$ cat config.mk
export PLATFORM = sky130hd
export DESIGN_NAME = button_ctrl_multi
export DESIGN_NICKNAME = d
export VERILOG_FILES = /design/src/rtl/button_ctrl_multi.sv
export SDC_FILE = /design/constraint.sdc
export NUM_CORES = 1
export LEC_CHECK = 0
export CAP_MARGIN = 15
export CORE_AREA = 2 2 127 129
export CTS_CLUSTER_DIAMETER = 150
export DETAILED_ROUTE_END_ITERATION = 8
export DIE_AREA = 0 0 129 131
export PLACE_DENSITY = 0.57
export REMOVE_ABC_BUFFERS = 1
export SETUP_SLACK_MARGIN = 0.05
export SLEW_MARGIN = 5
export SYNTH_ARGS = -nofsm -noshare
export SYNTH_HDL_FRONTEND = slang
export SYNTH_SLANG_ARGS = --single-unit
$ cat constraint.sdc
create_clock -name clk -period 2.4 [get_ports clk]
set_input_delay 0.48 -clock clk [delete_from_list [all_inputs] [get_ports clk]]
set_output_delay 0.48 -clock clk [all_outputs]
set_load 0.05 [all_outputs]
$ cat src/rtl/button_ctrl_multi.sv
// ---------------------------------------------------------------------------
// button_ctrl_multi
//
// N-channel debounced push-button controller. Each channel synchronises its
// raw button, debounces press and release, and steps a modular up/down
// setting counter once per accepted press. Holding a button past HOLD_CYCLES
// enters auto-repeat, which steps every REPEAT_CYCLES until release.
//
// Channel i uses MAX_VALS[i*CNT_W +: CNT_W] as its wrap limit and
// INIT_VALS[i*CNT_W +: CNT_W] as its reset value. value and step_pulse are
// updated on the same clock edge, so step_pulse marks exactly the cycle on
// which the new counter value first appears.
// ---------------------------------------------------------------------------
module button_ctrl_multi #(
  parameter int                         NUM_BTN         = 3,
  parameter int                         CNT_W           = 4,
  parameter logic [NUM_BTN*CNT_W-1:0]   MAX_VALS        = {4'd0, 4'd4, 4'd11},
  parameter logic [NUM_BTN*CNT_W-1:0]   INIT_VALS       = {4'd0, 4'd4, 4'd0},
  parameter int                         DEBOUNCE_CYCLES = 100000,
  parameter int                         HOLD_CYCLES     = 50000000,
  parameter int                         REPEAT_CYCLES   = 10000000
) (
  input  logic                       clk,
  input  logic                       reset,
  input  logic [NUM_BTN-1:0]         btn_in,
  input  logic [NUM_BTN-1:0]         btn_dn,
  output logic [NUM_BTN*CNT_W-1:0]   value,
  output logic [NUM_BTN-1:0]         step_pulse,
  output logic [NUM_BTN-1:0]         repeat_active
);

  // -------------------------------------------------------------------------
  // Timer sizing: the shared per-channel counter only ever counts up to
  // (longest interval - 1), so clog2 of the longest interval is enough.
  // -------------------------------------------------------------------------
  localparam int MAX_DH  = (DEBOUNCE_CYCLES > HOLD_CYCLES) ? DEBOUNCE_CYCLES : HOLD_CYCLES;
  localparam int MAX_CYC = (MAX_DH > REPEAT_CYCLES) ? MAX_DH : REPEAT_CYCLES;
  localparam int CW      = (MAX_CYC > 2) ? $clog2(MAX_CYC) : 1;

  localparam logic [CW-1:0] DEB_LAST  = CW'(DEBOUNCE_CYCLES - 1);
  localparam logic [CW-1:0] HOLD_LAST = CW'(HOLD_CYCLES - 1);
  localparam logic [CW-1:0] REP_LAST  = CW'(REPEAT_CYCLES - 1);

  // Per-channel FSM encoding
  localparam logic [2:0] ST_IDLE      = 3'd0;
  localparam logic [2:0] ST_DEB_PRESS = 3'd1;
  localparam logic [2:0] ST_PRESSED   = 3'd2;
  localparam logic [2:0] ST_REPEAT    = 3'd3;
  localparam logic [2:0] ST_DEB_REL   = 3'd4;

  // -------------------------------------------------------------------------
  // Two-flop synchroniser for every raw button; only sync_q2 is used below.
  // -------------------------------------------------------------------------
  logic [NUM_BTN-1:0] sync_q1;
  logic [NUM_BTN-1:0] sync_q2;

  // Capture the asynchronous buttons into the clock domain
  // NOTE: sequential state always uses non-blocking (<=) so every flop sees
  // the pre-edge value of its neighbours, which is what makes the two-flop
  // chain a real two-stage delay.
  always_ff @(posedge clk) begin
    if (reset) begin
      sync_q1 <= '0;
      sync_q2 <= '0;
    end else begin
      sync_q1 <= btn_in;
      sync_q2 <= sync_q1;
    end
  end

  // -------------------------------------------------------------------------
  // Independent channel instances
  // -------------------------------------------------------------------------
  for (genvar i = 0; i < NUM_BTN; i++) begin : g_ch
    localparam logic [CNT_W-1:0] MAX_V  = MAX_VALS[i*CNT_W +: CNT_W];
    localparam logic [CNT_W-1:0] INIT_V = INIT_VALS[i*CNT_W +: CNT_W];

    logic [2:0]       state_q;
    logic [2:0]       state_d;
    logic [CW-1:0]    cnt_q;
    logic [CW-1:0]    cnt_d;
    logic             step_d;
    logic             step_q;
    logic             rep_q;
    logic [CNT_W-1:0] val_q;
    logic [CNT_W-1:0] val_nxt;
    logic             pressed;

    assign pressed = sync_q2[i];

    // Debounce / hold / repeat sequencing and step generation
    // NOTE: every signal assigned in this always_comb gets a default first,
    // so no path through the case statement can infer a latch.
    always_comb begin
      state_d = state_q;
      cnt_d   = cnt_q;
      step_d  = 1'b0;
      case (state_q)
        ST_IDLE: begin
          cnt_d = '0;
          if (pressed) state_d = ST_DEB_PRESS;
        end
        ST_DEB_PRESS: begin
          if (!pressed) begin
            state_d = ST_IDLE;
            cnt_d   = '0;
          end else if (cnt_q == DEB_LAST) begin
            state_d = ST_PRESSED;
            cnt_d   = '0;
            step_d  = 1'b1;
          end else begin
            cnt_d = cnt_q + CW'(1);
          end
        end
        ST_PRESSED: begin
          if (!pressed) begin
            state_d = ST_DEB_REL;
            cnt_d   = '0;
          end else if (cnt_q == HOLD_LAST) begin
            state_d = ST_REPEAT;
            cnt_d   = '0;
            step_d  = 1'b1;
          end else begin
            cnt_d = cnt_q + CW'(1);
          end
        end
        ST_REPEAT: begin
          if (!pressed) begin
            state_d = ST_DEB_REL;
            cnt_d   = '0;
          end else if (cnt_q == REP_LAST) begin
            cnt_d  = '0;
            step_d = 1'b1;
          end else begin
            cnt_d = cnt_q + CW'(1);
          end
        end
        ST_DEB_REL: begin
          // A short release glitch returns to PRESSED without a step and
          // restarts the hold timer from zero.
          if (pressed) begin
            state_d = ST_PRESSED;
            cnt_d   = '0;
          end else if (cnt_q == DEB_LAST) begin
            state_d = ST_IDLE;
            cnt_d   = '0;
          end else begin
            cnt_d = cnt_q + CW'(1);
          end
        end
        default: begin
          state_d = ST_IDLE;
          cnt_d   = '0;
        end
      endcase
    end

    // Modular next value; with MAX_V == 0 both directions land on 0 again
    always_comb begin
      val_nxt = val_q;
      if (val_q > MAX_V) begin
        val_nxt = INIT_V;
      end else if (btn_dn[i]) begin
        val_nxt = (val_q == '0) ? MAX_V : val_q - CNT_W'(1);
      end else begin
        val_nxt = (val_q == MAX_V) ? '0 : val_q + CNT_W'(1);
      end
    end

    // Channel state, counter value and registered status outputs
    // NOTE: reset is synchronous and clears every register here, including
    // the timer, so a reset mid-debounce or mid-repeat leaves no residue.
    always_ff @(posedge clk) begin
      if (reset) begin
        state_q <= ST_IDLE;
        cnt_q   <= '0;
        val_q   <= INIT_V;
        step_q  <= 1'b0;
        rep_q   <= 1'b0;
      end else begin
        state_q <= state_d;
        cnt_q   <= cnt_d;
        step_q  <= step_d;
        rep_q   <= (state_d == ST_REPEAT);
        if (step_d) val_q <= val_nxt;
      end
    end

    assign value[i*CNT_W +: CNT_W] = val_q;
    assign step_pulse[i]           = step_q;
    assign repeat_active[i]        = rep_q;
  end

endmodule

==> out/results.tsv <==
metric	value	unit
Peak VDD IR	367	uV
# port buffers	25	
Synth Cell Area	5370	um2
worst slew pin tran	0.473	ns
register-to-register setup slack	0.16	ns
Syn Area/Cell	8.42	um2
hold path start	sync_q1[1]	
Max clock buf depth	2	
Combinational Power Share	1.7	%
ant diodes	0	
Via-to-Cell Ratio	4.94	
Post-Synthesis Cells	638	
hold path cells	1	
DRC	0	
total clock sinks	111	
Total Power	0.00348	W
Avg WL per Cell	12.4	um
Worst Path Buf+Inv	0	
gr usage total	14.1	%
Required @ worst endpoint	2.65	ns
share of power burned in registers	53.2	%
Pins Over Slew Limit	0	
crit-path max cell delay	0.56	ns
CTS Root Cell	clkbuf_16	
commonest non-fill, non-tap cell in the layout	nor2_1	
first-pass GRT wire length	19.5	mm
die height	131	um
Core ar.	15600	um2
TritonCTS clock tree	done	
Die W	129	um
clk slew on worst S/H paths	0.07	ns
ratio of cells with drive above 1 in the final layout	6.01	%
Hold Crit Class	reg2reg	
Die ar.	16900	um2
total congestion overflow	0	
fmax	447	MHz
Max H-tree Level	3	
Vias	4356	
io pins	26	
Distinct cells, synth	59	
sequential area share after synthesis	41.4	%
CP arrival	2.49	ns
ANT nets after route	0	
Slew headroom	67.7	%
PwrDens	559	nW/um2
async set-reset flop share out of synthesis	0	%
final wirelength	11.0	mm
status	completed	
count of final hold-check violations	0	
RR Startpoint	g_ch[2].cnt_q[11]	
Syn. warnings	0	
cts hold-fix bufs	0	
Worst Setup Start Kind	flip-flop	
family with the most delay on the worst path	simple AND/OR/NAND/NOR gates	
Starting Density	34.4	%
crit path cell chain	or4_1 -> or2_1 -> or4_4 -> a21oi_4 -> mux2i_1 -> nor2_1	
net load switching power	0.000709	W
R2R cell count	6	
final setup vio count	0	
slowest cell on the critical path	or4_4	
max_cap viols	0	
post-synthesis register bit count	111	
RD Place Congestion	0.816	
first drt pass iteration count	4	
final clock skew	0.00693	ns
internal power	0.00277	W
largest net degree at the start of global routing	30	
Crit Path Class	reg2reg	
Post-synth EDFFs	0	
Area Overhead vs Synth	16.0	%
HPWL Detailed	8.02	mm
Clock Latency Late Sink	0.36	ns
sw frac	20.4	%
static leakage	1.91	nW
Sum Neg Setup Slack	0	ns
standard-cell row count	46	
Worst Hold Endpoint	sync_q2[1]	
Clk pwr share	45.1	%
Iteration-0 DRC Markers	202	
post-route minimum period	2.24	ns
number of global-route vias before repair	4203	
Critical R2R Capture	g_ch[2].val_q[1]	
crit-path max FO	4	
final core occ	39.9	%
critical path capture point type	flip-flop	
most frequent cells in the layout	116 x nor2_1, 111 x dfxtp_1, 43 x nand2_1	
initial antenna violation count	0	
ys flop type	dfxtp_1	
CTS Buf Count	9	
nets@finish	677	
Period Utilization, post-route	93.2	%
RSZ-0062 raised after global routing	no	
cells by family (layout without fill, tap and decap cells):
group / after synthesis / in the layout / synth area share, %
compound gates: 46 / 46 / 6.06
xor+xnor: 73 / 73 / 11.9
fa+ha+maj: 8 / 8 / 1.86
buf+inv: 48 / 76 / 4.17
flops: 111 / 111 / 41.4
mux: 10 / 10 / 1.89
simple gates: 342 / 342 / 32.7
power by group through the flow:
stage,logic [W],registers (W),clock network (W)
2_1_floorplan,0.0000262,0.00189,0
3_5_place_dp,0.0000593,0.00189,0
5_1_grt,0.0000657,0.00185,0.00171
4_1_cts,0.0000594,0.00185,0.00163
6_report,0.0000590,0.00185,0.00157
3_3_place_gp,0.0000583,0.00189,0
state kept, by name (all words and copies together) (netlist names):
name / cells
g_ch.val_q: 12
g_ch.state_q: 9
g_ch.cnt_q: 78
sync_q2: 3
sync_q1: 3
g_ch.rep_q: 3
g_ch.step_q: 3
worst register-to-register path: cells and delay by family (launching register included):
| family | cells | cell delay [ns] |
|---|---|---|
| AO/OA/AOI/OAI | 1 | 0.20 |
| multiplexers | 1 | 0.20 |
| AND/OR/NAND/NOR | 4 | 1.39 |
| flip-flops | 1 | 0.34 |
metal layers:
metal	up-vias	share of wire, %	GRT usage [%]
met4	0	1.1	4.28
met5	-	0	0
li1	2241	-	-
met2	40	48	24.1
met1	2063	48	17.7
met3	12	2.8	3.34
cell type report:
type | instances | area [um2]
Clock inverter | 4 | 52.6
Clock buffer | 12 | 267
Tap cell | 216 | 270
Sequential cell | 111 | 2220
Fill cell | 1577 | 9370
Inverter | 21 | 78.8
Multi-Input combinational cell | 479 | 2930
Timing Repair Buffer | 39 | 405
worst max-delay path by stage:
stage	cells after the start	start	slack (ns)	end
after global placement	6	g_ch[2].cnt_q[18]	0.16	g_ch[2].val_q[1]
after global routing	7	g_ch[2].cnt_q[0]	0.05	g_ch[2].val_q[1]
after floorplan	5	g_ch[2].cnt_q[18]	0.02	g_ch[2].cnt_q[10]
final	6	g_ch[2].cnt_q[11]	0.16	g_ch[2].val_q[1]
after detailed placement	6	g_ch[2].cnt_q[11]	0.15	g_ch[2].val_q[1]
after CTS	6	g_ch[2].cnt_q[11]	0.14	g_ch[2].val_q[1]
synth_stat cells (all sizes together) (4+ instances only):
library cell / n / area share (%)
or4: 7 / 1.0
xor2: 39 / 6.4
nor4: 17 / 2.1
o21ai: 9 / 0.84
nand2: 43 / 3.0
and4: 5 / 0.82
buf: 12 / 1.6
inv: 21 / 1.5
mux2i: 9 / 1.7
clkbuf: 15 / 1.1
and2: 5 / 0.58
and3: 6 / 0.70
a21oi: 14 / 1.5
nor2b: 15 / 1.7
nand4b: 4 / 0.65
xnor2: 34 / 5.5
or3: 10 / 1.2
ha: 8 / 1.9
nand4: 20 / 2.3
nand2b: 14 / 1.6
nor2: 116 / 8.1
dfxtp: 111 / 41
a31oi: 4 / 0.47
nor3: 23 / 2.1
nand3: 38 / 3.6
stage by stage:
step | worst slack, ns | cells | area [um2] | hold slack, ns
after floorplan | 0.0234 | 611 | 5220 | 0.414
after global placement | 0.159 | 865 | 5890 | 0.420
after detailed placement | 0.147 | 865 | 5890 | 0.422
after CTS | 0.135 | 881 | 6210 | 0.440
after global routing | 0.0531 | 882 | 6230 | 0.460
final | 0.163 | 882 | 6230 | 0.436
what timing repair did:
| item | CTS | global route |
|---|---|---|
| buffers inserted | 0 | 1 |
| gates resized for setup | 0 | 2 |
| setup endpoints to repair | 0 | 31 |
Note: power is estimated with default switching activity, not from simulation.
